**src/rtl/planificador_ascensor.sv**
```systemverilog
// ---------------------------------------------------------------------------
// planificador_ascensor
// SCAN scheduler for a single-car, 4-floor elevator. It latches hall and car
// calls, picks the travel direction, drives the motor, and hands each stop to
// the door controller. It waits for the door controller's busy flag to rise
// and then fall before the car moves again.
//
// Ports
//   clk          rising-edge clock
//   rst_n        asynchronous active-low reset
//   botones      call presses (level or pulse):
//                  [0] F1 up, [1] F2 down, [2] F2 up,
//                  [3] F3 down, [4] F3 up, [5] F4 down,
//                  [9:6] car calls F1..F4
//   llegada      one-cycle pulse: the car reached the next floor
//   trabajando   door controller busy
//   pendientes   registered pending calls (same encoding as botones)
//   estado       [1:0] floor, [2] direction (1 = up), [3] moving
//   motor        01 up, 10 down, 00 stop
//   error_puerta sticky door-handshake timeout flag
//
// ANCHO_CNT must satisfy 2**ANCHO_CNT > ESPERA_MAX, and ESPERA_MAX >= 1.
// ---------------------------------------------------------------------------
module planificador_ascensor #(
    parameter int ESPERA_MAX = 255,
    parameter int ANCHO_CNT  = 8
) (
    input  logic       clk,
    input  logic       rst_n,
    input  logic [9:0] botones,
    input  logic       llegada,
    input  logic       trabajando,
    output logic [9:0] pendientes,
    output logic [3:0] estado,
    output logic [1:0] motor,
    output logic       error_puerta
);

    typedef enum logic [1:0] {
        REPOSO     = 2'd0,
        MOVER      = 2'd1,
        SERVIR_INI = 2'd2,
        SERVIR_FIN = 2'd3
    } fsm_t;

    fsm_t                 est_q, est_d;
    logic [1:0]           piso_q, piso_d;
    logic                 dir_q, dir_d;
    logic [1:0]           motor_q, motor_d;
    logic [ANCHO_CNT-1:0] cnt_q, cnt_d;
    logic                 err_q, err_d;
    logic [9:0]           pend_q, pend_d;
    logic [9:0]           borrar;

    // Mask of the floors strictly beyond f in the given direction.
    function automatic logic [3:0] mascara_mas_alla(input logic [1:0] f, input logic sube);
        logic [3:0] arriba, abajo;
        arriba = 4'b1110 << f;
        abajo  = 4'b0111 >> (2'd3 - f);
        return sube ? arriba : abajo;
    endfunction

    // Bits released when floor f is served heading in direction sube. At the
    // terminal floors there is only one hall button, and it is always cleared.
    function automatic logic [9:0] mascara_servicio(input logic [1:0] f, input logic sube);
        logic [9:0] m;
        case (f)
            2'd0:    m = 10'h041;
            2'd1:    m = 10'h080 | (sube ? 10'h004 : 10'h002);
            2'd2:    m = 10'h100 | (sube ? 10'h010 : 10'h008);
            default: m = 10'h220;
        endcase
        return m;
    endfunction

    // Per-floor views of the pending calls. There is no up button at F4 and no
    // down button at F1.
    logic [3:0] cab, sub, baj, llamada;
    assign cab     = pend_q[9:6];
    assign sub     = {1'b0, pend_q[4], pend_q[2], pend_q[0]};
    assign baj     = {pend_q[5], pend_q[3], pend_q[1], 1'b0};
    assign llamada = cab | sub | baj;

    // Decisions taken at the current floor (used in REPOSO).
    logic adelante, atras, aqui_d, aqui_o;
    assign adelante = |(llamada & mascara_mas_alla(piso_q, dir_q));
    assign atras    = |(llamada & mascara_mas_alla(piso_q, ~dir_q));
    assign aqui_d   = cab[piso_q] | (dir_q ? sub[piso_q] : baj[piso_q]);
    assign aqui_o   = dir_q ? baj[piso_q] : sub[piso_q];

    // Decisions taken at the floor being reached (used in MOVER on llegada).
    // The floor index saturates instead of wrapping.
    logic [1:0] piso_sig;
    logic       para_d, para_o, terminal;
    assign piso_sig = dir_q ? ((piso_q == 2'd3) ? 2'd3 : piso_q + 2'd1)
                            : ((piso_q == 2'd0) ? 2'd0 : piso_q - 2'd1);
    assign para_d   = cab[piso_sig] | (dir_q ? sub[piso_sig] : baj[piso_sig]);
    // An opposite hall call is only taken when nothing waits further ahead;
    // otherwise it is picked up on the way back.
    assign para_o   = (dir_q ? baj[piso_sig] : sub[piso_sig])
                    & ~|(llamada & mascara_mas_alla(piso_sig, dir_q));
    assign terminal = (piso_sig == 2'd0) || (piso_sig == 2'd3);

    // Timeout fires on the ESPERA_MAX-th cycle spent in SERVIR_INI.
    logic       agotado;
    logic [9:0] servicio;
    assign agotado  = (cnt_q == ANCHO_CNT'(ESPERA_MAX - 1));
    assign servicio = mascara_servicio(piso_q, dir_q);

    // ---------------- state register ----------------
    always_ff @(posedge clk or negedge rst_n) begin
        if (!rst_n) est_q <= REPOSO;
        else        est_q <= est_d;
    end

    // ---------------- next state ----------------
    always_comb begin
        est_d = est_q;
        case (est_q)
            REPOSO: begin
                if (aqui_d || (!adelante && aqui_o)) est_d = SERVIR_INI;
                else if (adelante || atras)          est_d = MOVER;
            end
            MOVER: begin
                if (llegada) begin
                    if (para_d || para_o) est_d = SERVIR_INI;
                    else if (terminal)    est_d = REPOSO;
                end
            end
            SERVIR_INI: begin
                if (trabajando)   est_d = SERVIR_FIN;
                else if (agotado) est_d = REPOSO;
            end
            SERVIR_FIN: begin
                if (!trabajando) est_d = REPOSO;
            end
            default: est_d = REPOSO;
        endcase
    end

    // ---------------- outputs / datapath next values ----------------
    always_comb begin
        piso_d  = piso_q;
        dir_d   = dir_q;
        motor_d = motor_q;
        cnt_d   = '0;
        err_d   = err_q;
        borrar  = '0;
        case (est_q)
            REPOSO: begin
                if (aqui_d) begin
                    motor_d = 2'b00;
                end else if (adelante) begin
                    motor_d = dir_q ? 2'b01 : 2'b10;
                end else if (aqui_o) begin
                    dir_d = ~dir_q;
                end else if (atras) begin
                    dir_d   = ~dir_q;
                    motor_d = dir_q ? 2'b10 : 2'b01;
                end
            end
            MOVER: begin
                if (llegada) begin
                    piso_d = piso_sig;
                    if (para_d) begin
                        motor_d = 2'b00;
                    end else if (para_o) begin
                        dir_d   = ~dir_q;
                        motor_d = 2'b00;
                    end else if (terminal) begin
                        motor_d = 2'b00;
                    end
                end
            end
            SERVIR_INI: begin
                if (trabajando) begin
                    borrar = servicio;
                end else if (agotado) begin
                    err_d  = 1'b1;
                    borrar = servicio;
                end else begin
                    cnt_d = cnt_q + ANCHO_CNT'(1);
                end
            end
            default: ;
        endcase
        // A press on a bit being served this edge is dropped: the doors are open.
        pend_d = (pend_q | botones) & ~borrar;
    end

    always_ff @(posedge clk or negedge rst_n) begin
        if (!rst_n) begin
            piso_q  <= 2'd0;
            dir_q   <= 1'b1;
            motor_q <= 2'b00;
            cnt_q   <= '0;
            err_q   <= 1'b0;
            pend_q  <= '0;
        end else begin
            piso_q  <= piso_d;
            dir_q   <= dir_d;
            motor_q <= motor_d;
            cnt_q   <= cnt_d;
            err_q   <= err_d;
            pend_q  <= pend_d;
        end
    end

    assign pendientes   = pend_q;
    assign motor        = motor_q;
    assign estado       = {(motor_q != 2'b00), dir_q, piso_q};
    assign error_puerta = err_q;

endmodule

```
**config.mk**
```make
export PLATFORM = sky130hd
export DESIGN_NAME = planificador_ascensor
export DESIGN_NICKNAME = d
export VERILOG_FILES = /design/src/rtl/planificador_ascensor.sv
export SDC_FILE = /design/constraint.sdc
export NUM_CORES = 1
export LEC_CHECK = 0
export CORE_ASPECT_RATIO = 1.75
export CORE_UTILIZATION = 45
export CTS_BUF_LIST = sky130_fd_sc_hd__clkbuf_4 sky130_fd_sc_hd__clkbuf_8
export CTS_CLUSTER_DIAMETER = 80
export DETAILED_ROUTE_END_ITERATION = 10
export PLACE_DENSITY = 0.7
export SYNTH_ARGS = -nofsm -noshare
export SYNTH_HDL_FRONTEND = slang
export SYNTH_SLANG_ARGS = --single-unit
```
**constraint.sdc**
```tcl
create_clock -name clk -period 4.7 [get_ports clk]
set_input_delay 0.94 -clock clk [delete_from_list [all_inputs] [get_ports clk]]
set_output_delay 0.94 -clock clk [all_outputs]
set_load 0.005 [all_outputs]
```
==> flow_summary.toml, run 1 <==
[clock_tree]
cts_sinks = 26
cts_buffer_depth = 2
post-cts-setup-buffers = 0
cts_tree = "done"
clock_latency_ns = 0.28
cts_made_buffers = 3
cts_max_level = 1
clk_pin_slew_ns = 0.09
ctsHoldBuffers = 0
root_buffer = "clkbuf_8"
cts-resized-gates = 0

[finish]
layout_commonest_cell = "nor2_1"
nNetsFinal = 228
drive_gt1_share_pct = 11.37
final_cell_area_mm2 = 0.002052
instances_no_fill = 257
final_cell_mix = "37 x nor2_1, 30 x clkdlybuf4s50_1, 25 x dfrtp_1"
antenna_cells = 0
syn_to_final_growth_pct = 18.84
post-route-util_pct = 56.55

[run_status]
status = "finished clean"

[timing]
setup_tns_ns = 0
slew_headroom_pct = 19.80
worst_pin_slew_ns = 1.199
timing.hold.ws_ns = 0.4646
min_period_ns = 2.811
fin_skew_ns = 0.004594
layout_setup_ws_ns = 1.889
fmax_mhz = 355.7
finalHoldViolations = 0
finalSetupViolCount = 0
finalCritPeriodShare_pct = 59.82
maxSlewViolCount = 0
rsz0062_at_grt = "false"

[worst_setup_path]
critPathBufInv = 0
crit_chain = "mux2_2 > mux4_1 > or2_2 > nor2_1 > a211o_2 > mux2_4"
worst_path_largest_cell_delay_ns = 0.85
r2r_slack_ns = 1.89
crit_path_start_kind = "register"
cp_max_fo = 25
cp-end-kind = "register"
critical_path.top_delay_family = "multiplexers"
critPathSlowestCell = "dfrtp_1"
cp.required_ns = 4.87
reg2reg_to = "motor[1]"
r2r-start = "piso_q[0]"
arrival_ns = 2.98
path_class = "reg -> reg"
worstRegToRegCells = 6

[logic_synthesis]
yosys_warnings = 0
synth_seq_cells = 26
synth_top_cell_area_share_pct = 36.23
ys_types = 60
synth_area_per_cell_um2 = 9.283
synth_area_leaders = "dfrtp_1 36%, nor2_1 8.0%, a21oi_1 2.9%"
netlist_area_mm2 = 0.001727
synth_flop_cell = "dfrtp_1"
synth_cells = 186
yosys.area.top_type = "dfrtp_1"
synth_edf_count = 0
synthArstFlopShare_pct = 100.0
yosysSeqAreaShare_pct = 37.75
synth.net_count = 202

[routing]
drt_iter0_drc = 38
via_per_inst = 5.852
wirelength_um = 4245
dr_total_vias = 1504
wl_per_cell_um = 16.52
ant_nets = 0
drc_errors = 0
first_pass_iters = 4

[floorplanning]
io_pins = 31
die_w_um = 48.83
die-area_mm2 = 0.004098
coreArea_mm2 = 0.003628
die_y_um = 83.94
initial_core_util_pct = 47.59
fp-row-count = 29

[place]
post-dp-hpwl_um = 3215
dp_slack_ns = 1.938
placedCellCount = 253
gp_congestion = 0.8596
placed_area_mm2 = 0.002003
io_buffers = 30

[worst_hold_path]
hold_end = "error_puerta"
whs_path_depth = 1
min_path_type = "reg -> reg"
worst_hold_startpoint = "error_puerta"

[global_route]
grt_pass1_wl_um = 7065
grt_max_degree = 28
antenna_found_initial = 0
track_usage_pct = 22.35
overflow = 0
grt_pass1_vias = 1463

[job]
drv_cap = 0

[power]
power_density_mw_per_mm2 = 523.1
finalPower_mw = 1.073
p_leak_nw = 0.7601
peakVddDrop_v = 0.0002995
==> cell type report <==
| type | instances | area, µm² |
|---|---|---|
| clock buffers | 4 | 48.80 |
| fillers | 342 | 1577 |
| inverters | 5 | 18.77 |
| multi-input cells | 146 | 974.7 |
| flip-flops and latches | 26 | 651.9 |
| well taps | 46 | 57.56 |
| repair buffers | 30 | 300.3 |
==> power by group <==
group / internal, mW / total [mW] / switching, mW
clock: 0.0667 / 0.140 / 0.0730
sequential: 0.273 / 0.400 / 0.126
combinational: 0.293 / 0.534 / 0.241
==> worst max path at each step <==
stage / start / slack (ns) / depth (start not counted) / end
6_report: piso_q[0] / 1.89 / 6 / motor[1]
2_1_floorplan: piso_q[0] / 2.44 / 6 / motor[0]
4_1_cts: piso_q[0] / 1.92 / 6 / motor[1]
3_3_place_gp: piso_q[0] / 2.00 / 6 / motor[1]
3_5_place_dp: piso_q[0] / 1.94 / 6 / motor[1]
5_1_grt: piso_q[0] / 1.75 / 6 / motor[1]
==> logic make-up after synthesis <==
| group | count (synthesis) | share of synthesized area, % |
|---|---|---|
| AND/OR/NAND/NOR | 82 | 23.84 |
| flip-flops | 26 | 37.75 |
| XOR/XNOR | 7 | 3.551 |
| AO/OA/AOI/OAI | 45 | 18.62 |
| buffers and inverters | 14 | 5.797 |
| multiplexers | 10 | 8.986 |
| adder cells (fa/ha/maj) | 2 | 1.449 |
==> per-layer routing <==
layer	global-route usage (%)	vias up	share of wire, %
met5	0	-	0
met4	9.091	0	1.6
met3	2.732	8	2.3
met2	40.66	27	56
met1	25.67	746	41
li1	-	723	-
==> cell usage after synthesis, types with 2 or more instances <==
cell type / count
nand2_1: 6
mux2i_1: 2
xor2_1: 3
nor2_1: 37
a221o_1: 2
mux4_2: 2
buf_6: 2
mux2_4: 2
mux2_2: 3
xnor2_1: 4
nand3_1: 4
nand3b_1: 2
or3_1: 2
nor4_1: 4
dfrtp_1: 25
o22ai_1: 3
a21oi_1: 10
nand2b_1: 7
or2_2: 5
clkbuf_1: 2
ha_1: 2
nor3_1: 3
clkbuf_8: 2
o211ai_1: 3
o21ai_0: 7
inv_1: 5
and3_1: 2
o31a_1: 2
a31oi_1: 2
==> flip-flops by register name, summed over array words and instances (netlist names) <==
signal,flops
cnt_q,8
dir_q,1
piso_q,2
error_puerta,1
pendientes,10
motor,2
est_q,2
(Power assumes the default switching activity.)
==> run 2: changes to the inputs <==
Clock period 4.7 ns to 2.65 ns, I/O delays scaled along.
==> run 2 against run 1 <==
Effect of this change:
- clock power rose by 140%
- core utilization rose by 2.4 points
- critical endpoint is now motor[0]
- sequential power rose by 64%
- largest power group unchanged
- largest cell class unchanged
- design area rose by 4.3%
- worst hold slack got worse by 0.0043 ns
==> flow_summary.toml, run 2 (synthesis results as in run 1) <==
[timing]
rsz0062_at_grt = "false"
slew_headroom_pct = 56.69
worst_pin_slew_ns = 0.6437
setup_tns_ns = 0
fmax_mhz = 402.4
finalHoldViolations = 0
maxSlewViolCount = 0
timing.hold.ws_ns = 0.4602
finalCritPeriodShare_pct = 93.78
layout_setup_ws_ns = 0.1647
finalSetupViolCount = 0
fin_skew_ns = 0.007896
min_period_ns = 2.485

[routing]
first_pass_iters = 4
via_per_inst = 5.947
drt_iter0_drc = 51
drc_errors = 0
ant_nets = 0
wl_per_cell_um = 16.94
wirelength_um = 4490
dr_total_vias = 1576

[finish]
final_cell_mix = "37 x nor2_1, 30 x clkdlybuf4s50_1, 25 x dfrtp_1"
layout_commonest_cell = "nor2_1"
post-route-util_pct = 58.97
antenna_cells = 0
nNetsFinal = 236
syn_to_final_growth_pct = 23.91
drive_gt1_share_pct = 14.61
final_cell_area_mm2 = 0.002140
instances_no_fill = 265
largest_reg_flops = 10

[clock_tree]
cts_tree = "done"
cts_max_level = 1
cts_made_buffers = 3
clk_pin_slew_ns = 0.10
cts_buffer_depth = 2
clock_latency_ns = 0.28
cts_sinks = 26
post-cts-setup-buffers = 0
root_buffer = "clkbuf_8"

[power]
pwr-share-clk_pct = 16.0
switching_share_pct = 39.04
power.internal_mw = 1.271
p_leak_nw = 0.8101
sequentialPowerShare_pct = 31.4
finalPower_mw = 2.086
combPwrFrac_pct = 52.6
peakVddDrop_v = 0.0005853
power_density_mw_per_mm2 = 974.8
switchingPower_mw = 0.8143

[worst_setup_path]
cp-end-kind = "register"
path_class = "reg -> reg"
worstRegToRegCells = 7
reg2reg_to = "motor[0]"
arrival_ns = 2.65
cp_max_fo = 16
r2r-start = "piso_q[1]"
r2r_slack_ns = 0.16
crit_path_start_kind = "register"
cp.required_ns = 2.81

[floorplanning]
die_w_um = 48.83
io_pins = 31
die-area_mm2 = 0.004098
initial_core_util_pct = 47.59
coreArea_mm2 = 0.003628
die_y_um = 83.94
fp-row-count = 29

[global_route]
track_usage_pct = 23.60
overflow = 0
antenna_found_initial = 0
grt_pass1_vias = 1597
grt_max_degree = 27
grt_pass1_wl_um = 7396

[place]
dp_slack_ns = 0.1803
io_buffers = 30
post-dp-hpwl_um = 3383
gp_congestion = 0.9002
placed_area_mm2 = 0.002063
placedCellCount = 261

[worst_hold_path]
hold_end = "error_puerta"
worst_hold_startpoint = "error_puerta"
whs_path_depth = 1
min_path_type = "reg -> reg"

[job]
drv_cap = 0

[run_status]
status = "finished clean"
[run 2: power groups by stage]
stage / logic (mW) / registers, mW / clock network (mW)
floorplan: 0.797 / 0.584 / 0
global placement: 1.06 / 0.645 / 0
detailed placement: 1.08 / 0.651 / 0
CTS: 1.09 / 0.645 / 0.339
global route: 1.19 / 0.677 / 0.353
finish: 1.10 / 0.656 / 0.333
[run 2: worst max path at each step]
stage / start / to
2_1_floorplan: piso_q[0] / motor[0]
3_3_place_gp: dir_q / motor[1]
3_5_place_dp: dir_q / motor[0]
4_1_cts: dir_q / motor[0]
5_1_grt: piso_q[1] / motor[0]
6_report: piso_q[1] / motor[0]
[run 2: final cells by class]
type,instances,area [µm²]
Clock buffer,3,41.29
Multi-Input combinational cell,146,975.9
Inverter,5,18.77
Sequential cell,26,655.6
Clock inverter,1,30.03
Tap cell,46,57.56
Timing Repair Buffer,38,360.3
Fill cell,328,1489
[run 2: layer usage]
layer  GRT usage (%)  part of all wire (%)
met1           26.25                    39
met2           44.19                    56
met3           2.004                   2.8
met4           10.16                   2.1
met5               0                     0
[run 2: repair_timing]
action,in CTS,in global routing
setup endpoints to repair,0,3
gates resized for setup,0,2
hold buffers,0,0
[run 2: critical path, stage by stage (launching register included)]
cell,delay (ns)
dfrtp_1,0.66
buf_4,0.26
o21bai_1,0.07
a211o_1,0.25
a221oi_2,0.30
o32ai_1,0.17
a211o_2,0.37
mux2_4,0.30
